### src/rtl/lab3_pkg.sv
// Shared types and constants for the lab3 bit-serial adder.
package lab3_pkg;
  localparam int LAB3_DEFAULT_WIDTH = 4;

  typedef enum logic [1:0] {
    IDLE  = 2'd0,
    SHIFT = 2'd1,
    DONE  = 2'd2
  } state_e;
endpackage

### src/rtl/lab3_serial_fa_cell.sv
// 1-bit full adder; with LAB3_SUB_MODE_EN it also acts as a full subtractor
// (c_in = borrow-in, c_out = borrow-out when sub=1).
module lab3_serial_fa_cell (
  input  logic a,
  input  logic b,
  input  logic c_in,
`ifdef LAB3_SUB_MODE_EN
  input  logic sub,
`endif
  output logic s,
  output logic c_out
);
  logic a_eff;

  // Borrow generation is the carry equation with the minuend bit inverted.
`ifdef LAB3_SUB_MODE_EN
  assign a_eff = sub ? ~a : a;
`else
  assign a_eff = a;
`endif

  assign s     = a ^ b ^ c_in;
  assign c_out = (a_eff & b) | (a_eff & c_in) | (b & c_in);
endmodule

### src/rtl/lab3_4_bit_serial_adder.sv
// Bit-serial S = X + Y + Cin, one bit per clock, LSB first.
// Define LAB3_SUB_MODE_EN to add the sub port (S = X - Y - Cin, Cout = borrow).
module lab3_4_bit_serial_adder
  import lab3_pkg::*;
#(
  parameter int WIDTH = LAB3_DEFAULT_WIDTH
) (
  input  logic             clk,
  input  logic             rst,
  input  logic             start,
  input  logic [WIDTH-1:0] X,
  input  logic [WIDTH-1:0] Y,
  input  logic             Cin,
`ifdef LAB3_SUB_MODE_EN
  input  logic             sub,
`endif
  output logic             busy,
  output logic             done,
  output logic [WIDTH-1:0] S,
  output logic             Cout
);
  localparam int CW = $clog2(WIDTH);

  state_e           state_q, state_d;
  logic [WIDTH-1:0] a_q, a_d, b_q, b_d, s_q, s_d;
  logic [CW-1:0]    cnt_q, cnt_d;
  logic             c_q, c_d, cout_q, cout_d;
  logic             fa_s, fa_c;
`ifdef LAB3_SUB_MODE_EN
  logic             sub_q, sub_d;
`endif

  lab3_serial_fa_cell u_fa (
    .a     (a_q[0]),
    .b     (b_q[0]),
    .c_in  (c_q),
`ifdef LAB3_SUB_MODE_EN
    .sub   (sub_q),
`endif
    .s     (fa_s),
    .c_out (fa_c)
  );

  always_ff @(posedge clk or posedge rst) begin
    if (rst) begin
      state_q <= IDLE;
      a_q     <= '0;
      b_q     <= '0;
      s_q     <= '0;
      cnt_q   <= '0;
      c_q     <= 1'b0;
      cout_q  <= 1'b0;
`ifdef LAB3_SUB_MODE_EN
      sub_q   <= 1'b0;
`endif
    end else begin
      state_q <= state_d;
      a_q     <= a_d;
      b_q     <= b_d;
      s_q     <= s_d;
      cnt_q   <= cnt_d;
      c_q     <= c_d;
      cout_q  <= cout_d;
`ifdef LAB3_SUB_MODE_EN
      sub_q   <= sub_d;
`endif
    end
  end

  always_comb begin
    state_d = state_q;
    a_d     = a_q;
    b_d     = b_q;
    s_d     = s_q;
    cnt_d   = cnt_q;
    c_d     = c_q;
    cout_d  = cout_q;
`ifdef LAB3_SUB_MODE_EN
    sub_d   = sub_q;
`endif
    case (state_q)
      IDLE: begin
        if (start) begin
          state_d = SHIFT;
          a_d     = X;
          b_d     = Y;
          c_d     = Cin;
          cnt_d   = '0;
          s_d     = '0;
`ifdef LAB3_SUB_MODE_EN
          sub_d   = sub;
`endif
        end
      end
      SHIFT: begin
        c_d   = fa_c;
        s_d   = {fa_s, s_q[WIDTH-1:1]};
        a_d   = a_q >> 1;
        b_d   = b_q >> 1;
        cnt_d = cnt_q + 1'b1;
        // Last bit: Cout takes the final carry on the same edge as the MSB.
        if (cnt_q == CW'(WIDTH - 1)) begin
          state_d = DONE;
          cout_d  = fa_c;
        end
      end
      DONE:    state_d = IDLE;
      default: state_d = IDLE;
    endcase
  end

  assign busy = (state_q == SHIFT);
  assign done = (state_q == DONE);
  assign S    = s_q;
  assign Cout = cout_q;
endmodule
### config.mk
export PLATFORM = sky130hd
export DESIGN_NAME = lab3_4_bit_serial_adder
export DESIGN_NICKNAME = d
export VERILOG_FILES = /design/src/rtl/lab3_pkg.sv /design/src/rtl/lab3_serial_fa_cell.sv /design/src/rtl/lab3_4_bit_serial_adder.sv
export SDC_FILE = /design/constraint.sdc
export NUM_CORES = 1
export LEC_CHECK = 0
export CORE_MARGIN = 3
export CORE_UTILIZATION = 40
export DETAILED_ROUTE_END_ITERATION = 6
export PLACE_DENSITY = 0.66
export RECOVER_POWER = 100
export SETUP_SLACK_MARGIN = 0.5
export SLEW_MARGIN = 20
export SYNTH_ARGS = -nofsm -noshare
export SYNTH_HDL_FRONTEND = slang
export SYNTH_SLANG_ARGS = --single-unit
### constraint.sdc
create_clock -name clk -period 2 [get_ports clk]
set_input_delay 0.4 -clock clk [delete_from_list [all_inputs] [get_ports clk]]
set_output_delay 0.4 -clock clk [all_outputs]
set_load 0.02 [all_outputs]
-- Word level (Yosys, flattened, before mapping)
Cells that the tools add are included.
- add/subtract/negate cells: 1
- equality and inequality tests: 5
- multiplexer cells: 13
- bitwise operators: 7
- reductions and logical operators: 5
- operators with widths (cell ; count):
    4-bit case mux with 2 select lines ; 3
    4-bit 2-to-1 mux ; 3
    2-bit case mux with 2 select lines ; 2
    2-bit 2-to-1 mux ; 3
    2-bit AND reduction ; 3
    2-bit equality test, second input constant ; 2
    1-bit AND ; 3
    2-bit by 1-bit adder with 2-bit output, second input constant ; 1
    2-bit by 1-bit equality test with 1-bit output, second input constant ; 1
    2-bit zero test ; 1
    2-bit by 1-bit inequality test with 1-bit output, second input constant ; 1
    2-bit inequality test, second input constant ; 1
    1-bit bitwise OR ; 2
    1-bit case mux with 2 select lines ; 1
    2-bit nonzero test ; 1
    1-bit XOR ; 2
    1-bit 2-to-1 mux ; 1
- register bits after elaboration: 18
- input bits: 12
- output and inout port bits: 7

-- Depth between registers and ports, before layout
Gate-level depths: netlist of the first run.
- depth after elaboration: 4
- gate-level depth with buffers: 4

-- Modules after synthesis
A second synthesis of the first run with hierarchy kept.
- cell total of the unflattened synthesis: 73
- area total of the unflattened synthesis: 892.1 um^2
- modules (own cells, without submodules) (module ; instances ; cells an instance ; area an instance (um^2)):
    lab3_4_bit_serial_adder ; 1 ; 72 ; 872.1
    lab3_serial_fa_cell ; 1 ; 1 ; 20.0

-- Worst setup path before layout of the first run
OpenSTA, ideal clock, no wires.
- path kind: register to output
- start point: register state_q[1]
- end point: output done
- arrival: 0.948 ns
- data required time: 1.600 ns
- setup slack: 0.652 ns
- stages on the path, launching flop included: 3
- path through: dfrtp_1 -> buf_4 -> nor2b_1
- longest elaborated chain between the ends: 1
- RTL lines (what ; line ; text):
    start, declared ; lab3_4_bit_serial_adder.sv:24 ; state_e state_q, state_d;
    start signal, assigned ; lab3_4_bit_serial_adder.sv:57 ; state_q <= state_d;
    2-bit equality test ; lab3_4_bit_serial_adder.sv:113 ; assign done = (state_q == DONE);
    end, declared ; lab3_4_bit_serial_adder.sv:18 ; output logic done,
No other way between the ends.

-- Worst setup path in the final report of the first run
- start point: register state_q[1]
- end point: register c_q
- longest elaborated chain between the ends: 3
- RTL lines (what ; line ; text):
    2-bit by 1-bit equality test with 1-bit output / 2-bit zero test (equally long branches) ; lab3_4_bit_serial_adder.sv:81 ; case (state_q)
    2-bit nonzero test (no line) / 2-bit inequality test (equally long branches) ; n/a ;
    2-bit AND reduction (no line) ; n/a ;
    end signal, assigned ; lab3_4_bit_serial_adder.sv:51 ; c_q <= 1'b0;
    end signal, assigned ; lab3_4_bit_serial_adder.sv:62 ; c_q <= c_d;
    end, declared ; lab3_4_bit_serial_adder.sv:27 ; logic c_q, c_d, cout_q, cout_d;
Parallel ways exist; a longest one is shown, timed or not.
A chain may end at the register's enable or synchronous reset.

==> results of run 1 <==
## final cells by class
| class | instances | area (µm²) | share of cell area, % |
|---|---|---|---|
| clock buffer | 4 | 36.3 | 3.33 |
| inverter | 10 | 37.5 | 3.44 |
| multi-input combinational | 35 | 327 | 30.0 |
| sequential | 18 | 452 | 41.4 |
| tap | 27 | 33.8 | 3.10 |
| timing repair buffer | 25 | 204 | 18.7 |
## power breakdown
group	internal, mW	total (mW)	switching [mW]
Combinational	0.401	0.849	0.447
Clock	0.111	0.217	0.106
Sequential	0.535	0.622	0.0864
Total	1.05	1.69	0.640
## sequential cells by signal, summed over array words and instances (netlist names)
name,count
state_q,2
Cout,1
c_q,1
b_q,4
cnt_q,2
a_q,4
S,4
## cell usage after synthesis (2+ instances only)
cell      count
a211oi_2      2
a22o_1        7
nor3b_1       3
a221oi_2      3
a221oi_1      2
dfrtp_1      18
nor4b_1       7
inv_1        10
buf_4         2
buf_6         2
## metal layers
metal / part of all wire, % / vias up
met3: 5.6 / 2
met2: 46 / 21
li1: - / 296
met4: 0.72 / 0
met1: 47 / 293
met5: 0 / -
## per-stage QoR
| step | hold slack (ns) | setup slack, ns | instances |
|---|---|---|---|
| after global placement | 0.483 | 0.302 | 112 |
| final | 0.521 | 0.409 | 119 |
| after global routing | 0.553 | 0.300 | 119 |
| after floorplan | 0.339 | 0.652 | 66 |
| after CTS | 0.425 | 0.404 | 117 |
| after detailed placement | 0.497 | 0.274 | 112 |
## worst min path at each step
stage / startpoint / to / slack [ns]
final: S[3] / S[3] / 0.52
after global routing: a_q[3] / a_q[3] / 0.55
after CTS: rst / cnt_q[0] / 0.42
after detailed placement: cnt_q[1] / cnt_q[1] / 0.50
after global placement: S[0] / S[0] / 0.48
after floorplan: rst / Cout / 0.34
## repair_timing
item / 4_1_cts / 5_1_grt
gates resized for setup: 11 / 3
buffers inserted: 1 / 0
hold buffers: 0 / 0
gates cloned: 0 / 2
hold endpoints to repair: 0 / 0
endpoints found under the setup margin: 7 / 6
pin swaps: 0 / 0
## worst register-to-register path: cells and delay by family (launching register included)
| family | cells | cell delay [ns] |
|---|---|---|
| buf+inv | 3 | 0.77 |
| compound gates | 2 | 0.29 |
| flops | 1 | 0.41 |
## kinds of logic after synthesis
| group | share of synthesized area, % |
|---|---|
| muxes | 2.45 |
| AOI/OAI and AO/OA | 19.9 |
| adders and majority gates | 3.75 |
| DFF | 51.9 |
| and+or+nand+nor | 13.4 |
| buffers and inverters | 8.65 |
==> summary.md, run 1 <==
| Metric | Value |
|---|---|
| RSZ-0062 raised after global routing | `no` |
| Fmax | `628 MHz` |
| Final min period | `1.59 ns` |
| Total number of vias | `612` |
| Async set-or-reset flop fraction in the synthesized netlist | `100%` |
| Num rows | `16` |
| Initial antenna violation count | `0` |
| Total gr overflow | `0` |
| Final hold violations | `0` |
| Max clock buf depth | `2` |
| Nets@finish | `107` |
| Commonest non-fill, non-tap cell in the layout | `dfrtp_1` |
| Skew final | `0.00127 ns` |
| LEAKAGE | `0.495 nW` |
| Vias in the first global route | `635` |
| CTS tree | `done` |
| Status | `finished, final reports clean` |
| Reg-to-Reg Start | `state_q[1]` |
| First-pass GRT wire length | `2.73 mm` |
| Worst reg2reg setup slack | `0.41 ns` |
| Area Growth Syn to Fin | `25.5%` |
| Overall routing resource usage | `13.9%` |
| Root Buffer Master | `clkbuf_4` |
| Slew @ Worst Pin | `0.947 ns` |
| ANT nets after route | `0` |
| Post-Syn Area per Cell | `13.2 µm²` |
| Max-Cap Viols | `0` |
| Core Area | `0.00200 mm²` |
| I/O pins | `19` |
| Net count after synthesis | `80` |
| Final core utilization | `54.4%` |
| CP dominant cell by count | `clkbuf_1` |
| Initial drt markers | `8` |
| I/O Buffers | `18` |
| Pwr dens | `1550 mW/mm²` |
| Placed cell area | `0.00108 mm²` |
| Detail Placement HPWL | `1.22 mm` |
| Post-Syn Instances | `66` |
| Critical Path Stages | `5` |
| Yosys cell types | `20` |
| Met1 GRT Util | `16.8%` |
| Fin crit share | `79.6%` |
| Reg2Reg Capture Point | `c_q` |
| Die area | `0.00277 mm²` |
| Tot Pwr | `1.69 mW` |
| Dominant cells by area after synthesis | `dfrtp_1 (52%), a22o_1 (7.1%), nor4b_1 (7.1%)` |
| Number of buffers created by CTS | `3` |
| Synth warn | `0` |
| Hold Crit Class | `reg2reg` |
| Startpoint Class | `register` |
| Initial Util | `43.4%` |
| Largest stage delay, worst path | `0.41 ns` |
| Clock transition at path regs | `0.10 ns` |
| Slew HR | `36.9%` |
| Crit path from | `state_q[1]` |
| FILL cells | `198` |
| VDD IR max | `646 µV` |
| Commonest non-fill, non-tap cells in the layout | `dfrtp_1 (17), inv_1 (10), clkdlybuf4s50_1 (10)` |
| Final setup viols | `0` |
| Gp weighted congestion | `0.680` |
| Worst R2R Path Depth | `5` |
| Layout cell share with drive strength beyond 1 | `14.1%` |
| Clock net sink count | `18` |
| Via/cell ratio | `5.14` |
| DRC | `0` |
| M3 GR Usage | `2.56%` |
| Number of synthesized flops with an enable pin | `0` |
| Wire length per cell | `14.0 µm` |
| Antenna cell count | `0` |
| Htree depth | `1` |
| Yosys top cell area share | `51.9%` |
| Mapped Area | `868 µm²` |
| Buffers plus inverters on the worst setup path | `3` |
| Grt met2 use | `23.8%` |
| Hold Path Depth | `1` |
| Setup crit end kind | `register` |
| Final wirelength | `1.67 mm` |
| Critical path fanouts, max | `8` |
| Crit path cell chain | `clkbuf_1 > clkbuf_1 > o21bai_4 > buf_2 > a221oi_1` |
| Slew Limit Fails | `0` |
| Post-route cell area | `0.00109 mm²` |
| Register area share after synthesis | `51.9%` |
| CP endpoint | `c_q` |
| CP top delay family | `buffers and inverters` |
| Worst skew pair latency | `0.28 ns` |
| Largest area contributor in the netlist | `dfrtp_1` |
| Setup TNS | `0 ns` |
| GRT busiest layer | `met2` |
| Critical path type | `reg2reg` |
| Yosys reg bits | `18` |
| Largest net degree at the start of global routing | `19` |
| CP Data Arrival Time | `1.76 ns` |
| Die width | `52.6 µm` |
| TritonRoute pass-1 iters | `4` |
| Die Y | `52.6 µm` |
| Crit path required time | `2.17 ns` |
| Post-synth top flop | `dfrtp_1` |
| Cell type of the slowest stage on the worst timing path | `dfrtp_2` |
Power figures use the tool's default switching activity.
==> inputs of run 2 (changes only) <==
--- a/config.mk
+++ b/config.mk
@@ -8,7 +8,7 @@
 export CORE_MARGIN = 3
 export CORE_UTILIZATION = 40
 export DETAILED_ROUTE_END_ITERATION = 6
-export PLACE_DENSITY = 0.66
+export PLACE_DENSITY = 0.68
 export RECOVER_POWER = 100
 export SETUP_SLACK_MARGIN = 0.5
 export SLEW_MARGIN = 20
==> constraint.sdc (replaced) <==
create_clock -name clk -period 1.3 [get_ports clk]
set_input_delay 0.26 -clock clk [delete_from_list [all_inputs] [get_ports clk]]
set_output_delay 0.26 -clock clk [all_outputs]
set_load 0.02 [all_outputs]
==> run 2 against run 1 <==
Power rose by 89%. Register-to-register slack got worse by 0.40 ns. Worst setup slack lost 0.40 ns. Hold slack got worse by 0.034 ns. Flip-flop and latch count stayed put. Cell count is 11% higher. First-iteration DRC count is 25% lower. Combinational power is 130% higher. Critical path depth down 1.
==> summary.md, run 2 (same netlist as run 1, synthesis figures left out) <==
| Metric | Value |
|---|---|
| Status | `finished, final reports clean (unchanged)` |
| Initial antenna violation count | `0 (unchanged)` |
| Number of buffers created by CTS | `3 (unchanged)` |
| Cell Int Power | `1.97 mW (was 1.05 mW)` |
| Slew HR | `69.1% (was 36.9%)` |
| Gp weighted congestion | `0.727 (was 0.680)` |
| FILL cells | `162 (was 198)` |
| Via/cell ratio | `5.07 (was 5.14)` |
| Largest stage delay, worst path | `0.47 ns (was 0.41 ns)` |
| Clock transition at path regs | `0.10 ns (about the same)` |
| Switching part of the total | `38.3% (was 37.9%)` |
| Final setup margin | `0.0119 ns (was 0.409 ns)` |
| Crit path cell chain | `buf_6 > o21bai_4 > buf_12 > mux2_4 (was clkbuf_1 > clkbuf_1 > o21bai_4 > buf_2 > a221oi_1)` |
| Detail Placement HPWL | `1.42 mm (was 1.22 mm)` |
| Sw Pwr | `1.22 mW (was 0.640 mW)` |
| Startpoint Class | `register (unchanged)` |
| Antenna cell count | `0 (unchanged)` |
| Die area | `0.00277 mm² (unchanged)` |
| Clock net sink count | `18 (unchanged)` |
| CP Data Arrival Time | `1.46 ns (was 1.76 ns)` |
| Htree depth | `1 (unchanged)` |
| Largest net degree at the start of global routing | `19 (unchanged)` |
| Die Y | `52.6 µm (unchanged)` |
| Root Buffer Master | `clkbuf_4 (unchanged)` |
| I/O pins | `19 (unchanged)` |
| DP Cell Count | `118 (was 112)` |
| Fmax | `776 MHz (was 628 MHz)` |
| Non-Filler Instances | `132 (was 119)` |
| Commonest non-fill, non-tap cells in the layout | `dfrtp_1 (16), buf_4 (16), clkdlybuf4s50_1 (10) (was dfrtp_1 (17), inv_1 (10), clkdlybuf4s50_1 (10))` |
| Crit path from | `state_q[1] (unchanged)` |
| Cts hold-fix bufs | `0 (unchanged)` |
| TritonRoute pass-1 iters | `3 (was 4)` |
| Initial drt markers | `6 (was 8)` |
| Critical path fanouts, max | `7 (was 8)` |
| Final min period | `1.29 ns (was 1.59 ns)` |
| CP top delay family | `flip-flops (was buffers and inverters)` |
| LEAKAGE | `0.591 nW (was 0.495 nW)` |
| VDD IR max | `1570 µV (was 646 µV)` |
| Flop pwr share | `30.5% (was 36.8%)` |
| First-pass GRT wire length | `3.45 mm (was 2.73 mm)` |
| Skew final | `0.00912 ns (was 0.00127 ns)` |
| Area Growth Syn to Fin | `51.9% (was 25.5%)` |
| Critical Path Stages | `4 (was 5)` |
| Wire length per cell | `15.2 µm (was 14.0 µm)` |
| Buffers plus inverters on the worst setup path | `2 (was 3)` |
| Final core utilization | `65.9% (was 54.4%)` |
| Vias in the first global route | `686 (was 635)` |
| Final setup viols | `0 (unchanged)` |
| Total gr overflow | `0 (unchanged)` |
| Overall routing resource usage | `17.9% (was 13.9%)` |
| Num rows | `16 (unchanged)` |
| Initial Util | `43.4% (unchanged)` |
| Max-Cap Viols | `0 (unchanged)` |
| DP Worst Slack | `-0.161 ns (was 0.274 ns)` |
| Hold Crit Class | `in2async (was reg2reg)` |
| Total number of vias | `669 (was 612)` |
| Nets@finish | `121 (was 107)` |
| ANT nets after route | `0 (unchanged)` |
| Tot Pwr | `3.19 mW (was 1.69 mW)` |
| Clk pwr share | `8.6% (was 12.9%)` |
| Gate power share | `60.9% (was 50.3%)` |
| Core Area | `0.00200 mm² (unchanged)` |
| Setup crit end kind | `register (unchanged)` |
| Worst skew pair latency | `0.29 ns (was 0.28 ns)` |
| Slew @ Worst Pin | `0.463 ns (was 0.947 ns)` |
| Final hold violations | `0 (unchanged)` |
| Slew Limit Fails | `0 (unchanged)` |
| Crit path required time | `1.47 ns (was 2.17 ns)` |
| Critical path type | `reg2reg (unchanged)` |
| Max clock buf depth | `2 (unchanged)` |
| Layout cell share with drive strength beyond 1 | `49.5% (was 14.1%)` |
| Worst R2R Path Depth | `4 (was 5)` |
| Die width | `52.6 µm (unchanged)` |
| RSZ-0062 raised after global routing | `yes (was no)` |
| Reg-to-Reg Start | `state_q[1] (unchanged)` |
| Fin crit share | `99.1% (was 79.6%)` |
| CTS tree | `done (unchanged)` |
| I/O Buffers | `18 (unchanged)` |
| Cell type of the slowest stage on the worst timing path | `dfrtp_2 (unchanged)` |
| Final wirelength | `2.01 mm (was 1.67 mm)` |
| Pwr dens | `2420 mW/mm² (was 1550 mW/mm²)` |
| DRC | `0 (unchanged)` |
-- run 2: cell count changes in the layout (fill, tap and decap cells not counted), moves of 4 or more --
| cell | before | now |
|---|---|---|
| nor4b_1 | 7 | 1 |
| buf_4 | 2 | 16 |
| a221oi_2 | 0 | 5 |
| dlygate4sd2_1 | 5 | 0 |
| buf_6 | 1 | 6 |
| a221oi_1 | 5 | 0 |
| nor4b_2 | 0 | 4 |
-- run 2: worst paths after layout --
kind	end	slack [ns]
min in group clk	S[0]	0.51
worst min-delay path	Cout	0.49
worst max-delay path	cnt_q[0]	0.01
worst min register to register	S[0]	0.51
worst max register to register	cnt_q[0]	0.01
max in group asynchronous	state_q[0]	0.46
-- run 2: worst reg2reg max path: cells and delay by family, from the launching register on --
family,cells,cell delay [ns]
AOI/OAI and AO/OA,1,0.18
buffers and inverters,2,0.28
muxes,1,0.25
DFF,1,0.47
-- run 2: layout make-up --
cell class              instances  area, µm²  share of cell area, %
well taps                      27       33.8                   2.56
clock buffers                   3       22.5                   1.71
multi-input cells              34        429                   32.5
repair buffers                 40        343                   26.0
flip-flops and latches         18        453                   34.3
inverters                      10       37.5                   2.85
-- run 2: power groups by stage --
stage                     sequential [mW]  combinational (mW)  clock (mW)
after floorplan                      1.08                1.09           0
after global placement              0.979                1.68           0
after detailed placement            0.988                1.72           0
after CTS                           0.987                2.00       0.286
after global routing                0.998                2.12       0.313
final                               0.972                1.94       0.273
-- run 2: per-layer routing --
layer	wire length (µm)	track usage, %
met4	26	8.51
met1	887	23.8
met5	0	0
met3	49	3.70
met2	1040	27.5
-- run 2: what timing repair did --
action                     CTS  global route
gates resized for setup     50             1
setup endpoints to repair   25            25
buffers inserted             8             3
pin swaps                    1             0
-- run 2: metrics by stage --
step	hold WS (ns)	area [µm²]	setup TNS, ns
5_1_grt	0.522	1320	-0.129
3_5_place_dp	0.489	1210	-1.96
6_report	0.486	1320	0
4_1_cts	0.272	1340	0
3_3_place_gp	0.489	1210	-1.58
2_1_floorplan	0.198	950	0
==> RTL edit 1 (config.mk and constraints of run 2) <==
`LAB3_DEFAULT_WIDTH`: 4 -> 2.
--- a/src/rtl/lab3_pkg.sv
+++ b/src/rtl/lab3_pkg.sv
@@ -1,5 +1,5 @@
 // Shared types and constants for the lab3 bit-serial adder.
 package lab3_pkg;
-  localparam int LAB3_DEFAULT_WIDTH = 4;
+  localparam int LAB3_DEFAULT_WIDTH = 2;
 
   typedef enum logic [1:0] {
Ports: changed (resized S, X and Y); port bits go from 19 to 13. No check against the original RTL was run, so the function may have changed too.
==> RTL edit 1 against run 2 <==
- clock skew decreased by 0.0056 ns
- utilization rose by 7.2 points
- clock power shrank 18%
- highest routed layer unchanged
- setup slack improved by 0.0091 ns
- synthesized cell count down 35%
- area after synthesis is 39% lower
- cell area shrank 35%
- final cell count fell by 36%
- wire length shrank 40%
- total power fell by 32%
- critical path depth is the same
- sequential cell count fell by 7
- sequential power shrank 39%
- worst hold slack worse by 0.057 ns
==> RTL edit 1: results (changes against run 2) <==
| Metric | Value |
|---|---|
| Status | `complete, no violations` |
| Synth cell types | `17 (-15%)` |
| Static leakage | `0.000398 uW (-33%)` |
| Worst-margin pin slew | `0.430 ns (-0.0334 ns)` |
| Worst Skew | `0.00350 ns (-0.00563 ns)` |
| Max FO, Critical Path | `2 (-5)` |
| Placer Congestion | `0.728 (about the same)` |
| Buffers added on ports | `12 (-6)` |
| Worst r2r path cells | `4 (unchanged)` |
| Reg2reg setup slack | `around 0.021 ns` |
| Worst Path Arrival | `1.43 ns (-0.03 ns)` |
| Post-Syn Nets | `52 (-35%)` |
| H-tree depth | `1 (unchanged)` |
| Sequential area share after synthesis | `52.3% (+0.38 points)` |
| Commonest cells in the netlist | `11 x dfrtp_1, 6 x inv_1, 4 x a22o_1` |
| Vias in the first global route | `435 (-37%)` |
| Top post-synthesis cells by area | `dfrtp_1 52%, a22o_1 6.7%, nor4b_1 5.0%, a211oi_1 4.3%, inv_1 4.3%` |
| Max VDD drop | `1570 uV (+0.35%)` |
| Ys async rst share | `100% (unchanged)` |
| Via density | `5.25 (+3.6%)` |
| Worst-path clk slew | `0.07 ns (-0.03 ns)` |
| Largest net degree at the start of global routing | `12 (-7)` |
| Layout cells sized above 1 | `48.6% (-0.95 points)` |
| First-pass GRT wire length | `2170 um (-37%)` |
| Final Net Count | `80 (-34%)` |
| Worst-Skew Late Latency | `0.26 ns (-0.03 ns)` |
| Drt first-iter violations | `1 (-5)` |
| Gr usage total | `15.4% (-2.5 points)` |
| Routed WL per cell | `14.3 um (-6.2%)` |
| Count of TritonRoute iterations in the first routing pass | `4 (+1)` |
| Most used DFF post-synth | `dfrtp_1` |
| HPWL Detailed | `827 um (-42%)` |
| Num CTS Buffers | `3 (unchanged)` |
| Root Buffer | `clkbuf_4` |
-- RTL edit 1: cell count changes after synthesis, moves of 2 or more --
cell,run 2,this run
a221oi_2,3,0
inv_1,10,6
a22o_1,7,4
a221oi_1,2,0
a211oi_2,2,0
nand2b_1,0,2
nor4b_1,7,3
and3b_2,0,2
a211oi_1,0,3
dfrtp_1,18,11
-- RTL edit 1: cell families (layout without fill, tap and decap cells) --
| family | Yosys count | count (layout) | synth area share (%) |
|---|---|---|---|
| buffers and inverters | 8 | 35 | 7.84 |
| DFF | 11 | 11 | 52.3 |
| muxes | 2 | 2 | 4.04 |
| adders and majority gates | 1 | 1 | 3.80 |
| and+or+nand+nor | 12 | 12 | 18.1 |
| AOI/OAI and AO/OA | 9 | 9 | 14.0 |
-- RTL edit 1: stage by stage --
step	setup slack [ns]	cells	hold WS, ns	setup TNS, ns	cell area [um2]
floorplan	0.0857	43	0.112	0	564
global placement	-0.149	72	0.482	-0.655	717
detailed placement	-0.167	72	0.499	-0.887	717
CTS	0.0413	81	0.299	0	846
global route	-0.00775	84	0.462	-0.0145	856
finish	0.0210	84	0.430	0	856
-- RTL edit 1: path summary, 6_finish.rpt --
path	startpoint	endpoint
max in group asynchronous	rst	state_q[0]
max	c_q	S[1]
min	rst	b_q[1]
max reg2reg	c_q	S[1]
min reg2reg	b_q[1]	b_q[1]
min in group clk	b_q[1]	b_q[1]
-- RTL edit 1: layout make-up --
| class | count | area, um2 |
|---|---|---|
| flip-flops and latches | 11 | 275 |
| fillers | 81 | 315 |
| multi-input cells | 24 | 289 |
| clock buffers | 4 | 26.3 |
| repair buffers | 25 | 225 |
| well taps | 14 | 17.5 |
| inverters | 6 | 22.5 |
-- RTL edit 1: layer usage --
metal	up-vias	global-route usage, %	part of all wire (%)
met5	-	0	0
met4	0	1.86	1.5
met3	4	3.00	5.8
met2	13	26.1	48
met1	216	20.9	45
li1	208	-	-
-- RTL edit 1: critical path, stage by stage (launching register included) --
cell and delay (ns):
dfrtp_1 0.35, inv_2 0.05, fa_1 0.53, inv_1 0.04, a22o_1 0.19
-- RTL edit 1: repair_timing --
item	CTS	global route
gates resized for setup	42	2
endpoints found under the setup margin	16	16
pin swaps	6	2
buffers inserted	5	3
-- RTL edit 1: power by group --
| part | switching, uW | internal [uW] |
|---|---|---|
| combinational | 612 | 746 |
| clock | 107 | 118 |
| sequential | 86.5 | 507 |
| total | 805 | 1370 |
==> RTL edit 2 (config.mk and constraints of run 2) <==
Without the edit above. Encoding of `state_e`: now one-hot (3 bits for 3 states).
--- a/src/rtl/lab3_pkg.sv
+++ b/src/rtl/lab3_pkg.sv
@@ -3,8 +3,8 @@
   localparam int LAB3_DEFAULT_WIDTH = 4;
 
-  typedef enum logic [1:0] {
-    IDLE  = 2'd0,
-    SHIFT = 2'd1,
-    DONE  = 2'd2
+  typedef enum logic [2:0] {
+    IDLE  = 3'b001,
+    SHIFT = 3'b010,
+    DONE  = 3'b100
   } state_e;
 endpackage
Behaviour: same outputs for any inputs over 10 cycles, from zero or initial values and one cycle with rst high; not proved beyond that.
==> RTL edit 2 against run 2 <==
- the run now ends with setup timing left
- via count rose by 26%
- final cell count up 25%
- area after synthesis grew 8.5%
- cell area increased by 3.0%
- maximum frequency fell by 17%
- register-to-register slack worse by 0.23 ns
- total power is 9.4% lower
- wire length up 14%
- setup slack got worse by 0.26 ns
- combinational power is 17% lower
- sequential power rose by 0.7%
- sequential cell count rose by 1
- clock skew is essentially flat
- synthesized cell count increased by 47%
- critical path type is now flop to output port
- largest cell class unchanged
==> RTL edit 2: results (changes against run 2) <==
| Metric | Value |
|---|---|
| Met2 WL | `1190 um (+14%)` |
| Metal-1 WL | `970 um (+9.4%)` |
| Placed cell count | `150 (+27%)` |
| Layout Cells excl Fill | `165 (+25%)` |
| Drt first-iter violations | `8 (+2)` |
| Met2 usage | `27.3% (-0.19 points)` |
| Status | `complete, but fails checks` |
| Synth cell types | `31 (+55%)` |
| Violations in the final reports | `setup timing` |
| Mux share of post-synthesis cell area | `2.66% (+0.21 points)` |
| Worst setup margin | `-0.251 ns (-0.263 ns)` |
| Worst Skew | `0.00953 ns (+0.000406 ns)` |
| Placer Congestion | `0.814 (+12%)` |
| Sequential area share after synthesis | `50.6% (-1.3 points)` |
| Placement Setup Slack | `-0.396 ns (-0.236 ns)` |
| Max FO, Critical Path | `2 (-5)` |
| Worst setup startpoint | `state_q[2]` |
| Setup crit start kind | `flop` |
| Gr usage total | `16.0% (-1.9 points)` |
| Most frequent cell after synthesis | `nand2_1` |
| GRT met3 Usage | `4.90% (+1.2 points)` |
| First-pass GRT wire length | `3350 um (-3.0%)` |
| # fillers | `178 (+9.9%)` |
| Synth-to-layout area growth | `44.2%` |
| Int Pwr | `1790 uW (-9.0%)` |
| Slowest stage delay, CP | `0.41 ns (-0.06 ns)` |
| Placed inst area | `1210 um2 (+0.10%)` |
| Routed WL per cell | `13.8 um (-9.1%)` |
| Count of TritonRoute iterations in the first routing pass | `4 (+1)` |
| Commonest cells in the netlist | `22 x nand2_1, 18 x dfrtp_1, 9 x nor2_1` |
| Setup TNS Final | `-2.38 ns (-2.38 ns)` |
| Metal3 WL | `108 um (+120%)` |
| M1 GR Usage | `19.5% (-4.3 points)` |
| FF-to-FF Start | `state_q[2]` |
| Slew headroom | `61.9% (-7.3 points)` |
| Slowest-stage cell, CP | `dfrtp_1` |
| Post-Syn Nets | `111 (+39%)` |
| Largest net degree at the start of global routing | `14 (-5)` |
| Endpoints failing setup | `18 (+18)` |
| Synth Area in Compound Gates | `16.6% (-3.3 points)` |
| Reg2reg setup slack | `-0.22 ns (-0.23 ns)` |
| Top post-synthesis cells by area | `dfrtp_1 48%, nand2_1 8.8%, a31oi_1 4.0%, nor2_1 3.6%, buf_6 3.6%` |
[RTL edit 2: worst max-delay path by stage]
stage          cells after the start   end
2_1_floorplan                      6   c_q
3_3_place_gp                       3  busy
3_5_place_dp                       3  busy
4_1_cts                            3  busy
5_1_grt                            3  busy
6_report                           3  busy
[RTL edit 2: area by class of cell]
class,count,area share [%]
clock buffer,3,1.66
tap,27,2.49
multi-input combinational,64,31.1
timing repair buffer,44,27.0
sequential,19,35.1
clock inverter,1,0.368
inverter,7,2.30
[RTL edit 2: repair_timing]
| item | in CTS | in global routing |
|---|---|---|
| gates resized for setup | 47 | 9 |
| setup buffers | 3 | 8 |
| endpoints found under the setup margin | 26 | 26 |
| pin swaps | 5 | 4 |
[RTL edit 2: power by group through the flow]
stage          Sequential [uW]  Combinational (uW)  Clock (uW)
2_1_floorplan             1030                 846           0
3_3_place_gp               975                1250           0
3_5_place_dp               985                1290           0
4_1_cts                    983                1440         315
5_1_grt                   1010                1750         339
6_report                   979                1610         304
